File: src/rtl/bm_stmt_case_unpack.sv
// bm_stmt_case_unpack
//   Decodes complemented code nibbles (data = ~code) and assembles groups of
//   WORD_NIB decoded nibbles into one word, most significant nibble first.
//   A word always begins with a nibble flagged by start_in. A nibble that
//   arrives without start_in while no word is open is still decoded, but it
//   is not collected and it raises err_out. A start_in in the middle of a
//   word also raises err_out: the partial word is dropped and a new word
//   begins with that nibble.
//
// Ports
//   clock      in   single clock, rising edge
//   reset      in   asynchronous, active-high
//   code_in    in   [BITS-1:0] complemented code nibble
//   code_valid in   code_in is accepted on this edge
//   start_in   in   accepted nibble is the first (MSB) nibble of a word
//   dec_out    out  [BITS-1:0] decoded value of the last accepted code
//   dec_valid  out  one-cycle pulse after each accepted code
//   word_out   out  [BITS*WORD_NIB-1:0] last completed word
//   word_valid out  one-cycle pulse when word_out updates
//   nib_cnt    out  [1:0] number of nibbles collected in the current word
//   err_out    out  one-cycle pulse on a framing error
//
// State table
//   IDLE    | no word open; a start nibble opens one
//   COLLECT | word open, nib_cnt nibbles held in shift_q
//   DONE    | one cycle: publish shift_q on word_out; also accepts input as IDLE

module bm_stmt_case_unpack #(
  parameter int BITS     = 4,
  parameter int WORD_NIB = 4
) (
  input  logic                     clock,
  input  logic                     reset,
  input  logic [BITS-1:0]          code_in,
  input  logic                     code_valid,
  input  logic                     start_in,
  output logic [BITS-1:0]          dec_out,
  output logic                     dec_valid,
  output logic [BITS*WORD_NIB-1:0] word_out,
  output logic                     word_valid,
  output logic [1:0]               nib_cnt,
  output logic                     err_out
);

  localparam int WORD_W = BITS * WORD_NIB;

  localparam logic [1:0] IDLE    = 2'd0;
  localparam logic [1:0] COLLECT = 2'd1;
  localparam logic [1:0] DONE    = 2'd2;

  logic [1:0]        state_q, state_d;
  logic [WORD_W-1:0] shift_q, shift_d;
  logic [1:0]        nib_cnt_q, nib_cnt_d;
  logic [BITS-1:0]   dec_q, dec_d;
  logic              dec_valid_q, dec_valid_d;
  logic [WORD_W-1:0] word_q, word_d;
  logic              word_valid_q, word_valid_d;
  logic              err_q, err_d;
  logic [BITS-1:0]   dec_nib;

  function automatic logic [BITS-1:0] decode(input logic [BITS-1:0] c);
    logic [BITS-1:0] d;
    case (c)
      4'h0:    d = 4'hF;
      4'h1:    d = 4'hE;
      4'h2:    d = 4'hD;
      4'h3:    d = 4'hC;
      4'h4:    d = 4'hB;
      4'h5:    d = 4'hA;
      4'h6:    d = 4'h9;
      4'h7:    d = 4'h8;
      4'h8:    d = 4'h7;
      4'h9:    d = 4'h6;
      4'hA:    d = 4'h5;
      4'hB:    d = 4'h4;
      4'hC:    d = 4'h3;
      4'hD:    d = 4'h2;
      4'hE:    d = 4'h1;
      4'hF:    d = 4'h0;
      default: d = '0;
    endcase
    return d;
  endfunction

  assign dec_nib = decode(code_in);

  always_comb begin
    state_d      = state_q;
    shift_d      = shift_q;
    nib_cnt_d    = nib_cnt_q;
    dec_d        = dec_q;
    dec_valid_d  = 1'b0;
    word_d       = word_q;
    word_valid_d = 1'b0;
    err_d        = 1'b0;

    // DONE publishes the word regardless of what arrives in the same cycle;
    // word_d samples shift_q before any new nibble overwrites it.
    if (state_q == DONE) begin
      word_d       = shift_q;
      word_valid_d = 1'b1;
      state_d      = IDLE;
    end

    if (code_valid) begin
      dec_d       = dec_nib;
      dec_valid_d = 1'b1;
      case (state_q)
        COLLECT: begin
          if (start_in) begin
            err_d     = 1'b1;
            shift_d   = {dec_nib, {(WORD_W-BITS){1'b0}}};
            nib_cnt_d = 2'd1;
          end else begin
            case (nib_cnt_q)
              2'd1:    shift_d[2*BITS +: BITS] = dec_nib;
              2'd2:    shift_d[BITS +: BITS]   = dec_nib;
              2'd3:    shift_d[0 +: BITS]      = dec_nib;
              default: shift_d[3*BITS +: BITS] = dec_nib;
            endcase
            if (nib_cnt_q == 2'd3) begin
              nib_cnt_d = 2'd0;
              state_d   = DONE;
            end else begin
              nib_cnt_d = nib_cnt_q + 2'd1;
            end
          end
        end
        default: begin
          // IDLE and DONE treat input identically
          if (start_in) begin
            shift_d   = {dec_nib, {(WORD_W-BITS){1'b0}}};
            nib_cnt_d = 2'd1;
            state_d   = COLLECT;
          end else begin
            err_d = 1'b1;
          end
        end
      endcase
    end else if (state_q != IDLE && state_q != COLLECT && state_q != DONE) begin
      state_d = IDLE;
    end
  end

  always_ff @(posedge clock or posedge reset) begin
    if (reset) begin
      state_q      <= IDLE;
      shift_q      <= '0;
      nib_cnt_q    <= 2'd0;
      dec_q        <= '0;
      dec_valid_q  <= 1'b0;
      word_q       <= '0;
      word_valid_q <= 1'b0;
      err_q        <= 1'b0;
    end else begin
      state_q      <= state_d;
      shift_q      <= shift_d;
      nib_cnt_q    <= nib_cnt_d;
      dec_q        <= dec_d;
      dec_valid_q  <= dec_valid_d;
      word_q       <= word_d;
      word_valid_q <= word_valid_d;
      err_q        <= err_d;
    end
  end

  assign dec_out    = dec_q;
  assign dec_valid  = dec_valid_q;
  assign word_out   = word_q;
  assign word_valid = word_valid_q;
  assign nib_cnt    = nib_cnt_q;
  assign err_out    = err_q;

endmodule

File: config.mk
export PLATFORM = sky130hd
export DESIGN_NAME = bm_stmt_case_unpack
export DESIGN_NICKNAME = d
export VERILOG_FILES = /design/src/rtl/bm_stmt_case_unpack.sv
export SDC_FILE = /design/constraint.sdc
export NUM_CORES = 1
export LEC_CHECK = 0
export BUFFER_PORTS_ARGS = -buffer_cell sky130_fd_sc_hd__buf_2
export CORE_ASPECT_RATIO = 0.5
export CORE_UTILIZATION = 58
export CTS_CLUSTER_DIAMETER = 100
export DETAILED_ROUTE_END_ITERATION = 10
export HOLD_SLACK_MARGIN = 0.12
export PLACE_DENSITY = 0.92
export SYNTH_ARGS = -nofsm -noshare
export SYNTH_HDL_FRONTEND = slang
export SYNTH_SLANG_ARGS = --single-unit
File: constraint.sdc
create_clock -name clock -period 3.4 [get_ports clock]
set_input_delay 0.17 -clock clock [delete_from_list [all_inputs] [get_ports clock]]
set_output_delay 0.17 -clock clock [all_outputs]
set_load 0.1 [all_outputs]
# == After elaboration in Yosys (flattened, before gate mapping) ==
# Memories as Yosys holds them, arrays and structs flattened.
# Index checks and enable logic that the tools add are counted.
# totals
out_inout_bits,25
n_memories,1
reg_bits,43
rom_bits,64
wordCells,58
# memory_table
memory,words,width,rd,rd_clocked_by_memory_dff,write_ports,line,text
(name not given),16,4,1,0,0,63,case (c)
# op_classes
mux,24
n_eq_ne,8
reduce_logical,13
add_sub_neg,1
# op_table
op,count
$mux W16,3
$mux W2,11
$mux W4,4
$reduce_and A3 Y1,4
$reduce_bool A2 Y1,5
$eq A2 B2 Y1 const B,3
$mux W1,6
$eq A2 B1 Y1 const B,2
$ne A2 B1 Y1 const B,2
$reduce_or A3 Y1,1
$add A2 B1 Y2 const B,1
$logic_and A1 B1 Y1,2
$ne A2 B2 Y1 const B,1
$reduce_and A2 Y1,1

# == Longest topological paths before layout ==
# depth
ltp_word,6
mapped_depth,6

# == Worst setup path before layout ==
# OpenSTA, ideal clock, no wires.
# synth_path
kind,register to register
startpoint,"register nib_cnt_q[1], in the netlist nib_cnt[1]"
endpoint,register shift_q[0]
path_buffers,0
slack_ps,1395
period_less_slack_ps,2005
arrival_ps,1880
stages_incl_launch_ff,5
cell_sequence,dfrtp_1 -> ha_1 -> nor2_1 -> nor2_1 -> mux2_2
# synth_via
elab_chain_cells,3
# synth_lines
element,line,text
start: declaration,53,"logic [1:0] nib_cnt_q, nib_cnt_d;"
start signal: assignment,158,nib_cnt_q <= nib_cnt_d;
$eq A2 B2 Y1,115,case (nib_cnt_q)
$reduce_bool A2 Y1 (no line),--,
$reduce_and A3 Y1 (no line),--,
end signal: assignment,157,shift_q <= shift_d;
end: declaration,52,"logic [WORD_W-1:0] shift_q, shift_d;"
# Every way passes these cells.
# A chain may end at the register's enable or synchronous reset.

# == Worst setup path in the final report ==
# layout_path
startpoint,register state_q[1]
endpoint,register shift_q[2]
# layout_via
elab_chain_cells,3
elab_cells_between_ends,4
cone_classes,eq/ne: 1; mux: 1; reduce/logical: 2
# layout_lines
element,line,text
start: declaration,51,"logic [1:0] state_q, state_d;"
start signal: assignment,156,state_q <= state_d;
$eq A2 B1 Y1 *,108,case (state_q)
$reduce_bool A2 Y1 (no line),--,
$reduce_and A3 Y1 (no line),--,
# Every way passes the cells marked *; elsewhere a longest branch is shown, timed or not.

==> impl_metrics.yaml <==
status:
  outcome: "finished, final reports clean"
clock_tree:
  clkTransAtPathRegs_ps: 80
  htreeDepth: 2
  cts.path.max_buffers: 2
  clock_sink_count: 43
  post_cts_buffers: 0
  cts_tree: "built"
  cts_buffers: 5
  clockRootBuffer: "clkbuf_8"
  clk_latency_ps: 290
floorplanning:
  io-pin-count: 33
  num_rows: 13
  die_w_um: 80.03
  core_region_area_um2: 2733
  initial_core_util_pct: 64.61
  die_outline_area_um2: 3282
  die_h_um: 41.01
flow_run:
  max-cap-violations: 0
drt:
  antenna_violating_nets_post_route: 0
  vias_per_cell: 5.199
  detail_route.drc_violations: 0
  wl_mm: 3.101
  vias: 1071
  wire_per_inst_um: 15.05
  drtPass1Iterations: 6
  iter_0_drt_violations: 54
setup_path:
  r2r-start: "state_q[1]"
  end_kind: "flip-flop"
  setup.worst_path.class: "reg -> reg"
  crit_end: "shift_q[2]"
  crit-reg2reg-capture: "shift_q[2]"
  critPathLaunch: "state_q[1]"
  data_arrival_critical_path_ps: 2320
  r2r_slack_ps: 1260
  cp_data_required_time_ps: 3580
  element_type_at_the_critical_path_start: "flip-flop"
  r2r.worst_path.cells: 5
  timing.critical_path.fanout_max: 15
sta:
  worstMarginPinSlew_ps: 529.2
  setup_viol_count_final: 0
  setup_tns_ps: 0
  final_period_minus_worst_setup_slack_ps: 2142
  maxSlewHeadroom_pct: 64.72
  finalHoldViolCount: 0
  post-route-period-util_pct: 63.00
  timing.clock.skew_ps: 7.509
  maxClockFrequency_mhz: 466.9
  final_max_slew_violation_count: 0
  rsz0062_at_grt: "no"
yosys:
  synth_seq_cells: 43
  synthDistinctLibCells: 22
  syn_avg_cell_area_um2: 13.90
  number_of_enable_type_register_cells_in_the_synthesized_netlist: 0
  ys_async_sr_fraction_pct: 100.0
  synthesis.yosys.warnings: 0
  postSynthNetCount: 140
  synth_sequential_area_ratio_pct: 60.95
  synth_top_flop_cell: "dfrtp_1"
  synth_cells: 127
  syn_area_um2: 1765
placement:
  placed_cell_area_um2: 1947
  hpwl_mm: 2.113
  routabilityCongestion: 0.7817
  i_o_buffers: 32
global_routing:
  antenna_found_initial: 0
  maximum_number_of_pins_on_one_net_before_global_route_repair: 44
  grt_remaining_overflow: 0
  wire_length_of_the_first_global_routing_pass_mm: 4.899
  grt_pass1_vias: 999
  grtUsageTotal_pct: 22.30
min_path:
  min_path_type: "in -> reg"
final_layout:
  final_area_um2: 2082
  layout-area-overhead-vs-synth_pct: 17.93
  num-nets-final: 181
  diodes: 0
  drive_gt1_share_pct: 43.20
-- per-layer routing --
layer / wire length (µm) / global-route usage [%] / share of wire, %
met4: 17 / 2.679 / 0.55
met2: 1469 / 36.97 / 47
met5: 0 / 0 / 0
met1: 1495 / 29.13 / 48
met3: 119 / 9.333 / 3.8
-- cell usage in the layout, fill, tap and decap left out --
master	Yosys	final
dfrtp_1	43	43
buf_2	2	32
mux2_2	26	26
nor2_1	11	11
a21oi_1	6	6
inv_1	6	6
o21ai_0	5	5
ha_1	5	5
clkbuf_8	0	5
dlygate4sd3_1	0	5
o31ai_1	4	4
nor2_4	4	4
mux2_1	2	2
nand2_1	2	2
buf_4	1	2
nor2b_1	1	1
nand2b_1	1	1
or3b_1	1	1
nor3_2	1	1
or2b_1	1	1
nand3b_1	1	1
o2111a_1	1	1
o31ai_2	1	1
clkbuf_1	0	1
clkinvlp_4	0	1
clkinv_2	0	1
-- critical path, cell delays in order, from the launching register on --
cell and delay, ps:
dfrtp_1 410, or2b_1 250, ha_1 180, nand2b_1 370, nor2_1 440, mux2_2 380
-- sequential cells by signal, indices dropped and copies added (netlist names) --
| name | flops |
|---|---|
| nib_cnt | 2 |
| state_q | 2 |
| word_valid | 1 |
| dec_valid | 1 |
| err_out | 1 |
| word_out | 16 |
| dec_out | 4 |
| shift_q | 16 |
-- cell type report --
cell class | instances | area, µm²
clock buffers | 6 | 72.57
inverters | 6 | 22.52
repair buffers | 39 | 225.2
clock inverters | 2 | 12.51
multi-input cells | 73 | 626.9
well taps | 37 | 46.29
fillers | 162 | 650.6
flip-flops and latches | 43 | 1076
-- repair_timing --
| item | in CTS | in global routing |
|---|---|---|
| hold buffers | 3 | 2 |
| endpoints found under the hold margin | 45 | 2 |
| gates resized for setup | 0 | 0 |
-- kinds of logic (layout without fill, tap and decap cells) --
| group | Yosys count | after routing | share of synthesized area [%] |
|---|---|---|---|
| buf+inv | 11 | 53 | 3.544 |
| flops | 43 | 43 | 60.95 |
| simple gates | 23 | 23 | 7.939 |
| fa+ha+maj | 5 | 5 | 3.544 |
| mux | 28 | 28 | 17.86 |
| compound gates | 17 | 17 | 6.166 |
-- synthesized netlist by cell type, types with 2 or more instances --
cell type	number	area share, %
o31ai_1	4	1.7
buf_2	2	0.57
nand2_1	2	0.43
nor2_1	11	2.3
ha_1	5	3.5
buf_6	2	1.3
dfrtp_1	43	61
mux2_2	26	17
nor2_4	4	2.6
mux2_1	2	1.3
o21ai_0	5	1.4
a21oi_1	6	1.7
inv_1	6	1.3
-- metrics by stage --
| stage | std cells | worst slack [ps] | hold slack, ps | util [%] |
|---|---|---|---|---|
| final | 206 | 1258 | 131.7 | 76.19 |
| after detailed placement | 193 | 1270 | 325.1 | 71.25 |
| after CTS | 204 | 1253 | 122.4 | 75.46 |
| after global routing | 206 | 1088 | 132.6 | 76.19 |
| after global placement | 193 | 1345 | 318.8 | 71.25 |
| after floorplan | 127 | 1395 | 201.4 | - |
-- how the worst min path moves through the flow --
stage	start	end	slack, ps	cells after the start
detailed placement	reset	word_out[6]	330	3
floorplan	code_valid	dec_valid	200	0
CTS	code_in[3]	dec_out[3]	120	2
finish	code_in[1]	dec_out[1]	130	2
global placement	reset	word_out[6]	320	3
global route	code_in[1]	shift_q[13]	130	2
Power is left out: the tool's default activity adds up to more than one toggle a clock period on the data nets, which glitch-free logic cannot reach.
